### src/rtl/mrd_frame_demux_in1out2_if.sv
// Beat payload type and the mrd_st_if valid/ready streaming interface.
// All payload fields travel as one packed beat through the output stages.
package mrd_st_pkg;
  localparam int DW = 16;
  localparam int NW = 12;

  typedef struct packed {
    logic          sop;
    logic          eop;
    logic [DW-1:0] d_real;
    logic [DW-1:0] d_imag;
    logic [NW-1:0] dftpts;
    logic          inverse;
  } st_beat_t;
endpackage

interface mrd_st_if;
  import mrd_st_pkg::*;

  logic          valid;
  logic          ready;
  logic          sop;
  logic          eop;
  logic [DW-1:0] d_real;
  logic [DW-1:0] d_imag;
  logic [NW-1:0] dftpts;
  logic          inverse;

  modport ST_IN (
    input  valid, sop, eop, d_real, d_imag, dftpts, inverse,
    output ready
  );

  modport ST_OUT (
    output valid, sop, eop, d_real, d_imag, dftpts, inverse,
    input  ready
  );
endinterface

### src/rtl/mrd_frame_demux_in1out2.sv
// Frame-aware 1-to-2 stream demux: whole sop..eop frames go to one port,
// chosen by sw (fixed) or alternating (ping-pong), with registered outputs.
module mrd_frame_demux_in1out2
  import mrd_st_pkg::*;
#(
  parameter int CNT_W = 16
) (
  input  logic             clk,
  input  logic             rst,
  input  logic             mode,
  input  logic             sw,
  mrd_st_if.ST_IN          in_data,
  mrd_st_if.ST_OUT         out_data_0,
  mrd_st_if.ST_OUT         out_data_1,
  output logic             busy,
  output logic             cur_port,
  output logic [CNT_W-1:0] frame_cnt_0,
  output logic [CNT_W-1:0] frame_cnt_1,
  output logic [CNT_W-1:0] drop_cnt,
  output logic             err_sop
);

  typedef enum logic [1:0] {
    IDLE,
    FRAME0,
    FRAME1
  } state_t;

  state_t   state, state_nx;
  logic     np, np_nx;
  logic     v0, v1;
  st_beat_t p0, p1, beat;
  logic     can0, can1, tgt;
  logic     rdy, acc;
  logic     ld0, ld1;
  logic     fc0_inc, fc1_inc, drop_inc, err_nx;

  assign beat = {in_data.sop, in_data.eop,
                 in_data.d_real, in_data.d_imag,
                 in_data.dftpts, in_data.inverse};

  assign can0 = !v0 || out_data_0.ready;
  assign can1 = !v1 || out_data_1.ready;
  assign tgt  = mode ? np : sw;

  // Stray beats in IDLE are always taken so they cannot stall the source.
  always_comb begin
    rdy = 1'b0;
    unique case (state)
      IDLE:    rdy = (in_data.valid && !in_data.sop) ||
                     (tgt ? can1 : can0);
      FRAME0:  rdy = can0;
      FRAME1:  rdy = can1;
      default: rdy = 1'b0;
    endcase
    if (rst) rdy = 1'b0;
  end

  assign in_data.ready = rdy;
  assign acc = in_data.valid && rdy;

  always_comb begin
    state_nx = state;
    np_nx    = np;
    ld0      = 1'b0;
    ld1      = 1'b0;
    fc0_inc  = 1'b0;
    fc1_inc  = 1'b0;
    drop_inc = 1'b0;
    err_nx   = 1'b0;
    if (acc) begin
      unique case (state)
        IDLE: begin
          if (!in_data.sop) begin
            drop_inc = 1'b1;
          end else begin
            ld0 = !tgt;
            ld1 = tgt;
            if (in_data.eop) begin
              fc0_inc = !tgt;
              fc1_inc = tgt;
              if (mode) np_nx = !np;
            end else begin
              state_nx = tgt ? FRAME1 : FRAME0;
            end
          end
        end
        FRAME0, FRAME1: begin
          ld0    = (state == FRAME0);
          ld1    = (state == FRAME1);
          err_nx = in_data.sop;
          if (in_data.eop) begin
            fc0_inc  = (state == FRAME0);
            fc1_inc  = (state == FRAME1);
            state_nx = IDLE;
            if (mode) np_nx = !np;
          end
        end
        default: state_nx = IDLE;
      endcase
    end
  end

  always_ff @(posedge clk) begin
    if (rst) begin
      state       <= IDLE;
      np          <= 1'b0;
      frame_cnt_0 <= '0;
      frame_cnt_1 <= '0;
      drop_cnt    <= '0;
      err_sop     <= 1'b0;
    end else begin
      state   <= state_nx;
      np      <= np_nx;
      err_sop <= err_nx;
      if (fc0_inc)  frame_cnt_0 <= frame_cnt_0 + CNT_W'(1);
      if (fc1_inc)  frame_cnt_1 <= frame_cnt_1 + CNT_W'(1);
      if (drop_inc) drop_cnt    <= drop_cnt + CNT_W'(1);
    end
  end

  // A load in the same cycle as a drain replaces the beat, valid stays up.
  always_ff @(posedge clk) begin
    if (rst) begin
      v0 <= 1'b0;
      p0 <= '0;
    end else if (ld0) begin
      v0 <= 1'b1;
      p0 <= beat;
    end else if (out_data_0.ready) begin
      v0 <= 1'b0;
    end
  end

  always_ff @(posedge clk) begin
    if (rst) begin
      v1 <= 1'b0;
      p1 <= '0;
    end else if (ld1) begin
      v1 <= 1'b1;
      p1 <= beat;
    end else if (out_data_1.ready) begin
      v1 <= 1'b0;
    end
  end

  assign out_data_0.valid   = v0;
  assign out_data_0.sop     = p0.sop;
  assign out_data_0.eop     = p0.eop;
  assign out_data_0.d_real  = p0.d_real;
  assign out_data_0.d_imag  = p0.d_imag;
  assign out_data_0.dftpts  = p0.dftpts;
  assign out_data_0.inverse = p0.inverse;

  assign out_data_1.valid   = v1;
  assign out_data_1.sop     = p1.sop;
  assign out_data_1.eop     = p1.eop;
  assign out_data_1.d_real  = p1.d_real;
  assign out_data_1.d_imag  = p1.d_imag;
  assign out_data_1.dftpts  = p1.dftpts;
  assign out_data_1.inverse = p1.inverse;

  assign busy     = (state != IDLE);
  assign cur_port = (state == IDLE) ? tgt : (state == FRAME1);

endmodule

### src/flat_wrapper.sv
// flat-port wrapper written by rule: the top's interface ports become plain ports
module mrd_frame_demux_in1out2_flat import mrd_st_pkg::*;
#(
  parameter int CNT_W = 16
)
  (clk, rst, mode, sw, busy, cur_port, frame_cnt_0, frame_cnt_1, drop_cnt, err_sop, in_data_valid, in_data_sop, in_data_eop, in_data_d_real, in_data_d_imag, in_data_dftpts, in_data_inverse, in_data_ready, out_data_0_valid, out_data_0_sop, out_data_0_eop, out_data_0_d_real, out_data_0_d_imag, out_data_0_dftpts, out_data_0_inverse, out_data_0_ready, out_data_1_valid, out_data_1_sop, out_data_1_eop, out_data_1_d_real, out_data_1_d_imag, out_data_1_dftpts, out_data_1_inverse, out_data_1_ready);
  mrd_st_if in_data_i ();
  mrd_st_if out_data_0_i ();
  mrd_st_if out_data_1_i ();
  input  logic clk;
  input  logic rst;
  input  logic mode;
  input  logic sw;
  output logic busy;
  output logic cur_port;
  output logic [CNT_W-1:0] frame_cnt_0;
  output logic [CNT_W-1:0] frame_cnt_1;
  output logic [CNT_W-1:0] drop_cnt;
  output logic err_sop;
  input wire logic [$bits(in_data_i.valid)-1:0] in_data_valid;
  input wire logic [$bits(in_data_i.sop)-1:0] in_data_sop;
  input wire logic [$bits(in_data_i.eop)-1:0] in_data_eop;
  input wire logic [$bits(in_data_i.d_real)-1:0] in_data_d_real;
  input wire logic [$bits(in_data_i.d_imag)-1:0] in_data_d_imag;
  input wire logic [$bits(in_data_i.dftpts)-1:0] in_data_dftpts;
  input wire logic [$bits(in_data_i.inverse)-1:0] in_data_inverse;
  output wire logic [$bits(in_data_i.ready)-1:0] in_data_ready;
  output wire logic [$bits(out_data_0_i.valid)-1:0] out_data_0_valid;
  output wire logic [$bits(out_data_0_i.sop)-1:0] out_data_0_sop;
  output wire logic [$bits(out_data_0_i.eop)-1:0] out_data_0_eop;
  output wire logic [$bits(out_data_0_i.d_real)-1:0] out_data_0_d_real;
  output wire logic [$bits(out_data_0_i.d_imag)-1:0] out_data_0_d_imag;
  output wire logic [$bits(out_data_0_i.dftpts)-1:0] out_data_0_dftpts;
  output wire logic [$bits(out_data_0_i.inverse)-1:0] out_data_0_inverse;
  input wire logic [$bits(out_data_0_i.ready)-1:0] out_data_0_ready;
  output wire logic [$bits(out_data_1_i.valid)-1:0] out_data_1_valid;
  output wire logic [$bits(out_data_1_i.sop)-1:0] out_data_1_sop;
  output wire logic [$bits(out_data_1_i.eop)-1:0] out_data_1_eop;
  output wire logic [$bits(out_data_1_i.d_real)-1:0] out_data_1_d_real;
  output wire logic [$bits(out_data_1_i.d_imag)-1:0] out_data_1_d_imag;
  output wire logic [$bits(out_data_1_i.dftpts)-1:0] out_data_1_dftpts;
  output wire logic [$bits(out_data_1_i.inverse)-1:0] out_data_1_inverse;
  input wire logic [$bits(out_data_1_i.ready)-1:0] out_data_1_ready;
  assign in_data_i.valid = in_data_valid;
  assign in_data_i.sop = in_data_sop;
  assign in_data_i.eop = in_data_eop;
  assign in_data_i.d_real = in_data_d_real;
  assign in_data_i.d_imag = in_data_d_imag;
  assign in_data_i.dftpts = in_data_dftpts;
  assign in_data_i.inverse = in_data_inverse;
  assign in_data_ready = in_data_i.ready;
  assign out_data_0_valid = out_data_0_i.valid;
  assign out_data_0_sop = out_data_0_i.sop;
  assign out_data_0_eop = out_data_0_i.eop;
  assign out_data_0_d_real = out_data_0_i.d_real;
  assign out_data_0_d_imag = out_data_0_i.d_imag;
  assign out_data_0_dftpts = out_data_0_i.dftpts;
  assign out_data_0_inverse = out_data_0_i.inverse;
  assign out_data_0_i.ready = out_data_0_ready;
  assign out_data_1_valid = out_data_1_i.valid;
  assign out_data_1_sop = out_data_1_i.sop;
  assign out_data_1_eop = out_data_1_i.eop;
  assign out_data_1_d_real = out_data_1_i.d_real;
  assign out_data_1_d_imag = out_data_1_i.d_imag;
  assign out_data_1_dftpts = out_data_1_i.dftpts;
  assign out_data_1_inverse = out_data_1_i.inverse;
  assign out_data_1_i.ready = out_data_1_ready;
  mrd_frame_demux_in1out2 #(.CNT_W(CNT_W)) u_core (.clk(clk), .rst(rst), .mode(mode), .sw(sw), .in_data(in_data_i), .out_data_0(out_data_0_i), .out_data_1(out_data_1_i), .busy(busy), .cur_port(cur_port), .frame_cnt_0(frame_cnt_0), .frame_cnt_1(frame_cnt_1), .drop_cnt(drop_cnt), .err_sop(err_sop));
endmodule
### config.mk
export PLATFORM = sky130hd
export DESIGN_NAME = mrd_frame_demux_in1out2_flat
export DESIGN_NICKNAME = d
export VERILOG_FILES = /design/src/rtl/mrd_frame_demux_in1out2_if.sv /design/src/rtl/mrd_frame_demux_in1out2.sv /design/src/flat_wrapper.sv
export SDC_FILE = /design/constraint.sdc
export NUM_CORES = 1
export LEC_CHECK = 0
export CORE_MARGIN = 2
export CORE_UTILIZATION = 30
export CTS_CLUSTER_DIAMETER = 120
export DETAILED_ROUTE_END_ITERATION = 6
export SETUP_SLACK_MARGIN = 0.2
export SLEW_MARGIN = 20
export SYNTH_ARGS = -nofsm -noshare
export SYNTH_HDL_FRONTEND = slang
export SYNTH_SLANG_ARGS = --single-unit
### constraint.sdc
create_clock -name clk -period 7.17 [get_ports clk]
set_input_delay 1.434 -clock clk [delete_from_list [all_inputs] [get_ports clk]]
set_output_delay 1.434 -clock clk [all_outputs]
set_load 0.02 [all_outputs]
==> results by group, run 1 <==
Outcome
  • Outcome: finished clean

STA
  • Peak Freq: 178 MHz
  • Slew HR: 36.1%
  • Smallest hold slack: 0.452 ns
  • Final Critical Period: 5.62 ns
  • Final worst slack: 1.55 ns
  • Setup TNS: 0 ns
  • Final setup violation count: 0
  • Final hold vios: 0
  • Max-slew violations: 0
  • Slew @ Worst Pin: 0.959 ns
  • Final Cycle Share: 78.4%
  • RSZ-0062 raised after global routing: no
  • Worst Skew: 0.00541 ns

Logic synthesis
  • Netlist cell types: 55
  • Sequential fraction of the synthesis area: 48.2%
  • Syn Area/Cell: 8.34 sq um
  • Synth Register Bits: 148
  • Synth Net Count: 798
  • Syn Inst Count: 737
  • Yosys warnings: 0
  • Synth Cell Area: 0.00615 sq mm

Cells and area
  • Most frequent cells in the layout: 203 x nand2_1, 200 x clkdlybuf4s50_1, 148 x dfxtp_1
  • Nets: 972
  • Commonest non-fill, non-tap cell in the layout: nand2_1
  • Share of cells above drive strength 1: 6.50%
  • Area growth, synth to finish: 45.2%
  • Fill count: 1991
  • ANT cells: 0

Critical path
  • Crit-path slowest cell: clkdlybuf4s50_1
  • Crit path max fanout: 8
  • R2R setup slack: 4.09 ns
  • Critical path arrival: 4.19 ns
  • Crit path buf inv count: 2
  • CP most frequent cell: clkdlybuf4s50_1
  • CP endpoint kind: output pin
  • CP startpoint kind: input pin
  • CP delay by family, top: buffers and inverters
  • Worst reg2reg path endpoint: u_core.out_data_0.dftpts[7]$_SDFFE_PP0P_
  • Worst r2r src: u_core.state[1]$_SDFFE_PP0P_
  • Max stage delay on crit path: 0.66 ns
  • Reg2Reg Depth: 8
  • CP required: 5.74 ns
  • CP cell instances: clkdlybuf4s50_1 -> mux2i_1 -> and3_1 -> or3_1 -> nor3b_1 -> clkdlybuf4s50_1
  • Crit Path Class: input pin to output pin

Die
  • Die ar.: 0.0216 sq mm
  • Die H: 147 um
  • Die W: 147 um
  • Rows: 52
  • CORE AREA: 0.0202 sq mm
  • Starting Density: 30.5%
  • IO Count: 202

Global routing
  • Largest net degree at the start of global routing: 58
  • GRT Overall Usage: 17.0%
  • GRT Residual Overflow: 0
  • Vias in the first global route: 5398
  • Initial antenna violation count: 0
  • First-pass GRT wire length: 29.3 mm

Clocking
  • Total CTS buffers: 17
  • Clock sinks: 148
  • CTS tree: yes
  • Post-CTS Resized: 0
  • Worst-path clk slew: 0.06 ns
  • H-tree Lvls: 4
  • Later-pin clock latency in the skew report: 0.42 ns
  • Post-CTS Hold Buffers: 0
  • CTS Root Cell: clkbuf_16
  • Bufs on Longest Clock Path: 2
  • Setup bufs post-CTS: 0

Power
  • Lkg Pwr: 0.00297 uW
  • Power Density: 239 mW/mm^2
  • VDD IR max: 150 uV

Placed design
  • Final GP Congestion: 0.806
  • Port Buffers: 201
  • Detail Placement HPWL: 12.3 mm
  • Post-place setup slack: 1.61 ns

Route
  • WL/cell: 15.6 um
  • Vias: 5830
  • Post-DRT Antenna Nets: 0
  • Detailed Route Iter0 Violations: 438
  • TritonRoute pass-1 iters: 4
  • Via density: 4.89
  • Remaining routing DRC violations: 0
  • Final wirelength: 18.6 mm

Job
  • # Max-Cap Violations: 0

Worst hold path
  • Worst hold path endpoint: u_core.out_data_1.dftpts[8]$_SDFFE_PP0P_
  • Hold depth: 2
  • HP Class: register to register
  • Hold path startpoint: u_core.out_data_1.dftpts[8]$_SDFFE_PP0P_
Yosys cell counts (all sizes together):
master	number	area, sq um
nand4	21	131
and3b	1	8.76
nand3	15	75.1
o22ai	1	6.26
nand3b	1	7.51
ha	7	87.6
o311a	2	20.0
o21bai	1	7.51
o31ai	19	156
and2	4	25.0
a221o	1	11.3
a21oi	121	609
nand4bb	2	22.5
and4	3	26.3
o41ai	6	52.6
dfxtp	148	2960
o21a	1	7.51
and3	7	48.8
mux2	7	82.6
mux2i	3	30.0
a32oi	1	8.76
xnor2	1	8.76
nor4	2	18.8
inv	13	48.8
nand2b	5	38.8
nor3	5	40.0
a311o	2	20.0
o311ai	5	76.3
xor2	12	105
a31o	1	8.76
nand4b	2	17.5
or3	5	31.3
nor2	25	93.8
or4	11	82.6
nor3b	2	15.0
a31oi	1	6.26
nand2	203	762
buf	29	191
clkbuf	24	90.1
o211ai	3	22.5
nor2b	8	50.1
o21ai	6	30.0
state kept, by name (all words and copies together), names as in the netlist, 2 cells and up:
signal	flops
u_core.out_data_1.d_real	16
u_core.state	2
u_core.out_data_0.dftpts	12
u_core.frame_cnt_0	16
u_core.out_data_0.d_imag	16
u_core.out_data_1.d_imag	16
u_core.drop_cnt	16
u_core.out_data_1.dftpts	12
u_core.out_data_0.d_real	16
u_core.frame_cnt_1	16
worst min-delay path, cell delays in order, from the launching register on:
cell	delay, ns
dfxtp_1	0.31
nand2_1	0.05
a21oi_1	0.05
metal layers:
layer / vias to the layer above / part of all wire (%) / global-route usage [%] / wire, um
li1: 2899 / - / - / -
met1: 2754 / 44 / 20.9 / 8170
met2: 164 / 47 / 27.3 / 8690
met3: 13 / 8.5 / 7.27 / 1580
met4: 0 / 0.92 / 4.18 / 172
met5: - / 0 / 0 / 0
cells by family after synthesis:
family / Yosys count / share of synthesized area [%]
buffers and inverters: 66 / 5.37
AND/OR/NAND/NOR: 322 / 24.3
XOR/XNOR: 13 / 1.85
flip-flops: 148 / 48.2
multiplexers: 10 / 1.83
AO/OA/AOI/OAI: 171 / 17.0
adder cells (fa/ha/maj): 7 / 1.43
layout make-up:
cell class / count / area, sq um / share of cell area [%]
multi-input combinational: 523 / 2890 / 32.3
clock inverter: 14 / 204 / 2.28
sequential: 148 / 2960 / 33.2
tap: 270 / 338 / 3.78
timing repair buffer: 208 / 2060 / 23.1
clock buffer: 17 / 425 / 4.77
inverter: 13 / 48.8 / 0.547
where the power goes:
| part | internal, uW | switching [uW] | total [uW] | leakage (uW) |
|---|---|---|---|---|
| Clock | 587 | 375 | 961 | 0.000302 |
| Combinational | 120 | 178 | 298 | 0.00147 |
| Sequential | 854 | 17.1 | 871 | 0.00120 |
worst max-delay path by stage:
stage | start | endpoint | slack, ns | cells after the start
2_1_floorplan | mode | in_data_ready | 2.73 | 7
3_3_place_gp | mode | in_data_ready | 1.60 | 6
3_5_place_dp | mode | in_data_ready | 1.61 | 6
4_1_cts | mode | in_data_ready | 1.57 | 6
5_1_grt | mode | in_data_ready | 1.42 | 6
6_report | mode | in_data_ready | 1.55 | 6
per-stage QoR:
step / utilization (%) / std cells / instance area [sq um] / power [uW]
floorplan: - / 737 / 6150 / 1060
CTS: 44.2 / 1193 / 8920 / 2160
detailed placement: 41.1 / 1162 / 8290 / 1190
global placement: 41.1 / 1162 / 8290 / 1190
finish: 44.3 / 1193 / 8930 / 2130
global route: 44.3 / 1193 / 8930 / 2220
Power figures use the tool's default switching activity.
==> run 2, diff against run 1 <==
==> constraint.sdc (replaced) <==
create_clock -name clk -period 4.78 [get_ports clk]
set_input_delay 0.956 -clock clk [delete_from_list [all_inputs] [get_ports clk]]
set_output_delay 0.956 -clock clk [all_outputs]
set_load 0.02 [all_outputs]
==> results by group, run 2 (synthesis gave the netlist of run 1 again) <==
Outcome
  • Outcome: finished clean

Power
  • Clock power frac: 43.3% (-1.8 points)
  • Lkg Pwr: 0.00297 uW (+0.15%)
  • Sw Share: 28.7% (+2.0 points)
  • Reg power frac: 42.2% (+1.3 points)
  • Switching power total: 889 uW (+56%)
  • Power Density: 347 mW/mm^2 (+45%)
  • Combinational power share: 14.6% (+0.6 points)
  • Int Pwr: 2210 uW (+41%)
  • VDD IR max: 220 uV (+47%)

Critical path
  • Worst r2r src: u_core.state[1]$_SDFFE_PP0P_
  • Worst reg2reg path endpoint: u_core.out_data_1.d_imag[1]$_SDFFE_PP0P_
  • Crit Path Class: input pin to output pin
  • Max stage delay on crit path: 0.59 ns (-0.07 ns)
  • CP cell instances: clkdlybuf4s50_1 -> and3b_1 -> a221o_2 -> or3_1 -> nor3b_1 -> clkdlybuf4s50_1
  • CP startpoint kind: input pin
  • CP endpoint kind: output pin
  • CP most frequent cell: clkdlybuf4s50_1
  • Reg2Reg Depth: 8 (unchanged)
  • Critical path arrival: 3.28 ns (-0.91 ns)
  • Crit-path slowest cell: clkdlybuf4s50_1
  • CP required: 3.82 ns (-1.92 ns)
  • Crit path max fanout: 8 (unchanged)
  • R2R setup slack: 1.95 ns (-2.14 ns)

Global routing
  • GRT Overall Usage: 16.7% (-0.22 points)
  • Largest net degree at the start of global routing: 99 (+71%)
  • GRT Residual Overflow: 0 (unchanged)
  • Initial antenna violation count: 0 (unchanged)
  • First-pass GRT wire length: 29.2 mm (-0.40%)
  • Vias in the first global route: 5398 (unchanged)

Cells and area
  • Area growth, synth to finish: 45.2% (about the same)
  • ANT cells: 0 (unchanged)
  • Fin area: 0.00892 sq mm (about the same)
  • Share of cells above drive strength 1: 7.10% (+0.60 points)
  • Fill count: 2053 (+3.1%)
  • Most frequent cells in the layout: 203 x nand2_1, 200 x clkdlybuf4s50_1, 148 x dfxtp_1
  • Nets: 977 (+0.51%)
  • Commonest non-fill, non-tap cell in the layout: nand2_1

Placed design
  • Detail Placement HPWL: 12.1 mm (-1.4%)
  • Final GP Congestion: 0.776 (-3.7%)
  • Port Buffers: 201 (unchanged)
  • Post-DP Area: 0.00832 sq mm (+0.45%)

Clocking
  • Setup bufs post-CTS: 0 (unchanged)
  • H-tree Lvls: 4 (unchanged)
  • CTS Root Cell: clkbuf_16
  • Bufs on Longest Clock Path: 2 (unchanged)
  • Post-CTS Hold Buffers: 0 (unchanged)
  • Post-CTS Resized: 0 (unchanged)
  • Later-pin clock latency in the skew report: 0.42 ns (about the same)
  • Worst-path clk slew: 0.06 ns (about the same)
  • CTS tree: yes
  • Clock sinks: 148 (unchanged)
  • Total CTS buffers: 17 (unchanged)

Worst hold path
  • HP Class: register to register
  • Hold path startpoint: u_core.out_data_0.d_real[1]$_SDFFE_PP0P_
  • Hold depth: 2 (unchanged)
  • Worst hold path endpoint: u_core.out_data_0.d_real[1]$_SDFFE_PP0P_

Route
  • Detailed Route Iter0 Violations: 309 (-29%)
  • Vias: 5774 (-0.96%)
  • Post-DRT Antenna Nets: 0 (unchanged)
  • TritonRoute pass-1 iters: 4 (unchanged)
  • Remaining routing DRC violations: 0 (unchanged)
  • Via density: 4.82 (-1.5%)
  • Final wirelength: 18.2 mm (-2.3%)
  • WL/cell: 15.2 um (-2.8%)

STA
  • Slew @ Worst Pin: 1.08 ns (+0.125 ns)
  • Final Critical Period: 4.24 ns
  • Setup TNS: 0 ns (unchanged)
  • Final Cycle Share: 88.6%
  • Worst Skew: 0.0109 ns (+0.00548 ns)
  • Max-slew violations: 0 (unchanged)
  • Final setup violation count: 0 (unchanged)
  • Slew HR: 27.8% (-8.3 points)
  • Final hold vios: 0 (unchanged)
  • Peak Freq: 236 MHz
  • RSZ-0062 raised after global routing: no

Job
  • # Max-Cap Violations: 0 (unchanged)

Die
  • Die H: 147 um (unchanged)
  • Starting Density: 30.5% (unchanged)
  • CORE AREA: 0.0202 sq mm (unchanged)
  • Rows: 52 (unchanged)
  • Die W: 147 um (unchanged)
  • Die ar.: 0.0216 sq mm (unchanged)
  • IO Count: 202 (unchanged)
==> run 2: metrics by stage <==
step | cells | power [uW] | util (%) | hold WS, ns | worst slack [ns]
detailed placement | 1167 | 1790 | 41.3 | 0.446 | 0.565
global placement | 1167 | 1790 | 41.3 | 0.440 | 0.542
floorplan | 737 | 1580 | - | 0.462 | 1.30
finish | 1199 | 3100 | 44.2 | 0.452 | 0.543
global route | 1199 | 3230 | 44.2 | 0.470 | 0.504
CTS | 1199 | 3140 | 44.2 | 0.455 | 0.541
==> run 2: power groups by stage <==
stage	logic [uW]	clock network, uW	registers, uW
floorplan	195	0	1390
global placement	454	0	1330
detailed placement	454	0	1330
CTS	456	1380	1310
global route	490	1430	1310
finish	451	1340	1310
==> run 2: per-layer routing <==
metal	part of all wire (%)	GRT usage (%)	routed length, um	up-vias
met1	45	21.4	8120	2696
met3	7.7	5.99	1410	19
met4	1.4	5.00	247	0
met2	46	26.6	8400	151
met5	0	0	0	-
li1	-	-	-	2908
==> run 2: worst max-delay path by stage <==
stage,end,start,depth (start not counted),slack [ns]
detailed placement,in_data_ready,in_data_sop,6,0.57
CTS,in_data_ready,in_data_sop,6,0.54
global placement,in_data_ready,in_data_sop,6,0.54
floorplan,in_data_ready,mode,7,1.30
finish,in_data_ready,in_data_sop,6,0.54
global route,in_data_ready,in_data_sop,6,0.50
==> run 2: area by class of cell <==
class | count | area (sq um) | share of cell area [%]
flip-flops and latches | 148 | 2960 | 33.2
multi-input cells | 523 | 2890 | 32.3
repair buffers | 213 | 2100 | 23.5
clock buffers | 17 | 425 | 4.77
well taps | 270 | 338 | 3.79
clock inverters | 15 | 165 | 1.85
inverters | 13 | 48.8 | 0.547
==> run 2: worst max-delay path: cells and delay by family <==
family	cells	cell delay, ns
AO/OA/AOI/OAI	1	0.43
AND/OR/NAND/NOR	3	0.78
buffers and inverters	2	1.11
==> run 3, diff against run 2 <==
--- a/config.mk
+++ b/config.mk
@@ -6,9 +6,11 @@
 export NUM_CORES = 1
 export LEC_CHECK = 0
 export CORE_MARGIN = 2
-export CORE_UTILIZATION = 30
+export CORE_UTILIZATION = 42
 export CTS_CLUSTER_DIAMETER = 120
 export DETAILED_ROUTE_END_ITERATION = 6
+export GPL_TIMING_DRIVEN = 0
+export PLACE_DENSITY = 0.77
 export SETUP_SLACK_MARGIN = 0.2
 export SLEW_MARGIN = 20
 export SYNTH_ARGS = -nofsm -noshare
==> results by group, run 3 (synthesis gave the netlist of run 1 again) <==
Route
  • Vias: 6090 (+5.5%)
  • Via density: 5.28 (+9.6%)
  • Final wirelength: 19.2 mm (+5.8%)
  • Remaining routing DRC violations: 0 (unchanged)
  • Detailed Route Iter0 Violations: 275 (-11%)
  • TritonRoute pass-1 iters: 4 (unchanged)
  • Post-DRT Antenna Nets: 0 (unchanged)
  • WL/cell: 16.7 um (+9.9%)

Cells and area
  • ANT cells: 0 (unchanged)
  • Commonest non-fill, non-tap cell in the layout: nand2_1
  • Area growth, synth to finish: 47.0%
  • Fill count: 1274 (-38%)
  • Final core occ: 62.6% (+18 points)
  • Most frequent cells in the layout: 203 x nand2_1, 200 x clkdlybuf4s50_1, 148 x dfxtp_1
  • Share of cells above drive strength 1: 7.73% (+0.63 points)
  • Nets: 1018 (+4.2%)

Critical path
  • Crit Path Class: input pin to output pin
  • CP endpoint kind: output pin
  • CP startpoint kind: input pin
  • Crit path max fanout: 10 (+2)
  • Max stage delay on crit path: 0.59 ns (about the same)
  • CP most frequent cell: buf_6
  • Setup crit start: mode
  • Worst r2r src: u_core.state[1]$_SDFFE_PP0P_
  • Critical path arrival: 3.37 ns (+0.09 ns)
  • Crit-path slowest cell: clkdlybuf4s50_1
  • CP required: 3.82 ns (about the same)
  • CP cell instances: clkdlybuf4s50_1 -> mux2_4 -> and3_4 -> buf_6 -> or3_1 -> buf_6 -> buf_8 -> nor3b_1 -> dlygate4sd2_1

STA
  • Worst Skew: 0.00935 ns (-0.00154 ns)
  • Final worst slack: 0.449 ns (-0.0937 ns)
  • Slew HR: 49.9% (+22 points)
  • Final hold vios: 0 (unchanged)
  • Final Cycle Share: 90.6% (+2.0 points)
  • Smallest hold slack: 0.452 ns (-0.000348 ns)
  • Setup TNS: 0 ns (unchanged)
  • Final Critical Period: 4.33 ns (+0.0937 ns)
  • Peak Freq: 231 MHz (-2.2%)
  • RSZ-0062 raised after global routing: no
  • Slew @ Worst Pin: 0.745 ns (-0.338 ns)
  • Max-slew violations: 0 (unchanged)
  • Final setup violation count: 0 (unchanged)

Die
  • Starting Density: 42.6% (+12 points)
  • IO Count: 202 (unchanged)
  • Die H: 125 um (-15%)
  • Die ar.: 0.0156 sq mm (-28%)
  • CORE AREA: 0.0144 sq mm (-28%)
  • Rows: 44 (-15%)
  • Die W: 125 um (-15%)

Clocking
  • CTS Root Cell: clkbuf_16
  • Bufs on Longest Clock Path: 2 (unchanged)
  • Total CTS buffers: 17 (unchanged)
  • Later-pin clock latency in the skew report: 0.42 ns (about the same)
  • CTS tree: yes
  • Setup bufs post-CTS: 0 (unchanged)
  • Worst-path clk slew: 0.06 ns (about the same)
  • H-tree Lvls: 4 (unchanged)
  • Clock sinks: 148 (unchanged)

Worst hold path
  • Hold path startpoint: u_core.out_data_1.d_real[0]$_SDFFE_PP0P_
  • HP Class: register to register

Global routing
  • Largest net degree at the start of global routing: 17 (-83%)
  • First-pass GRT wire length: 30.3 mm (+3.7%)
  • GRT Overall Usage: 24.2% (+7.5 points)
  • Initial antenna violation count: 0 (unchanged)
  • Vias in the first global route: 5865 (+8.7%)
  • GRT Residual Overflow: 0 (unchanged)

Power
  • Sw Share: 25.8% (-2.9 points)
  • Clock power frac: 44.7% (+1.4 points)
  • Switching power total: 832 uW (-6.4%)
  • Lkg Pwr: 0.00309 uW (+3.8%)
  • VDD IR max: 300 uV (+36%)
  • Power Density: 357 mW/mm^2 (+2.8%)
  • Reg power frac: 40.6% (-1.6 points)
  • Combinational power share: 14.6% (about the same)
  • Int Pwr: 2390 uW (+8.2%)

Placed design
  • Post-place setup slack: 0.0525 ns (-0.513 ns)
  • Detail Placement HPWL: 13.7 mm (+14%)
  • Final GP Congestion: 0.876 (+13%)
  • Port Buffers: 201 (unchanged)

Outcome
  • Outcome: finished clean

Job
  • # Max-Cap Violations: 0 (unchanged)
-- run 3: cell count changes in the layout (fill, tap and decap cells not counted), moves of 2 or more --
cell	previous run	this run
o311ai_4	3	1
clkbuf_8	0	2
inv_8	3	0
buf_1	0	3
buf_6	0	4
buf_2	0	15
buf_4	13	6
o311ai_2	0	2
bufinv_16	1	4
clkbuf_1	0	27
o311a_1	0	2
clkinv_4	4	1
-- run 3: routing by layer --
metal  track usage (%)  up-vias  share of wire [%]
li1                  -     2983                  -
met2              40.3      201                 49
met3              8.90       24                8.3
met4              8.43        0                1.9
met5                 0        -                  0
met1              28.9     2882                 41
-- run 3: timing repair --
| action | in CTS | in global routing |
|---|---|---|
| endpoints found under the setup margin | 1 | 0 |
| hold buffers | 0 | 0 |
| resized for setup | 3 | 0 |
-- run 3: worst paths after layout --
path,to,slack [ns],cells after the start
worst max register to register,u_core.out_data_0.d_imag[11]$_SDFFE_PP0P_,2.19,8
worst min-delay path,u_core.out_data_1.d_real[0]$_SDFFE_PP0P_,0.45,2
worst min register to register,u_core.out_data_1.d_real[0]$_SDFFE_PP0P_,0.45,2
worst max-delay path,in_data_ready,0.45,9
-- run 3: power by group through the flow --
stage	logic, uW	registers, uW	clock network [uW]
after floorplan	195	1390	0
after global placement	467	1330	0
after detailed placement	469	1330	0
after CTS	473	1310	1460
after global routing	508	1310	1510
final	472	1310	1440
-- run 3: final cells by class --
cell class | count | area (sq um) | share of cell area, %
clock buffers | 22 | 464 | 5.14
flip-flops and latches | 148 | 2960 | 32.8
clock inverters | 10 | 170 | 1.88
multi-input cells | 523 | 2870 | 31.7
plain buffers | 53 | 282 | 3.12
repair buffers | 201 | 2010 | 22.3
well taps | 184 | 230 | 2.55
inverters | 13 | 48.8 | 0.540
-- run 3: worst max-delay path: cells and delay by family --
kind | cells | cell delay [ns]
buffers and inverters | 5 | 1.39
and+or+nand+nor | 3 | 0.69
muxes | 1 | 0.35
-- run 3: per-stage QoR --
| stage | area (sq um) | std cells | total power (uW) |
|---|---|---|---|
| floorplan | 6150 | 737 | 1580 |
| global placement | 8390 | 1122 | 1800 |
| detailed placement | 8390 | 1122 | 1800 |
| CTS | 9030 | 1154 | 3240 |
| global route | 9030 | 1154 | 3330 |
| finish | 9030 | 1154 | 3220 |
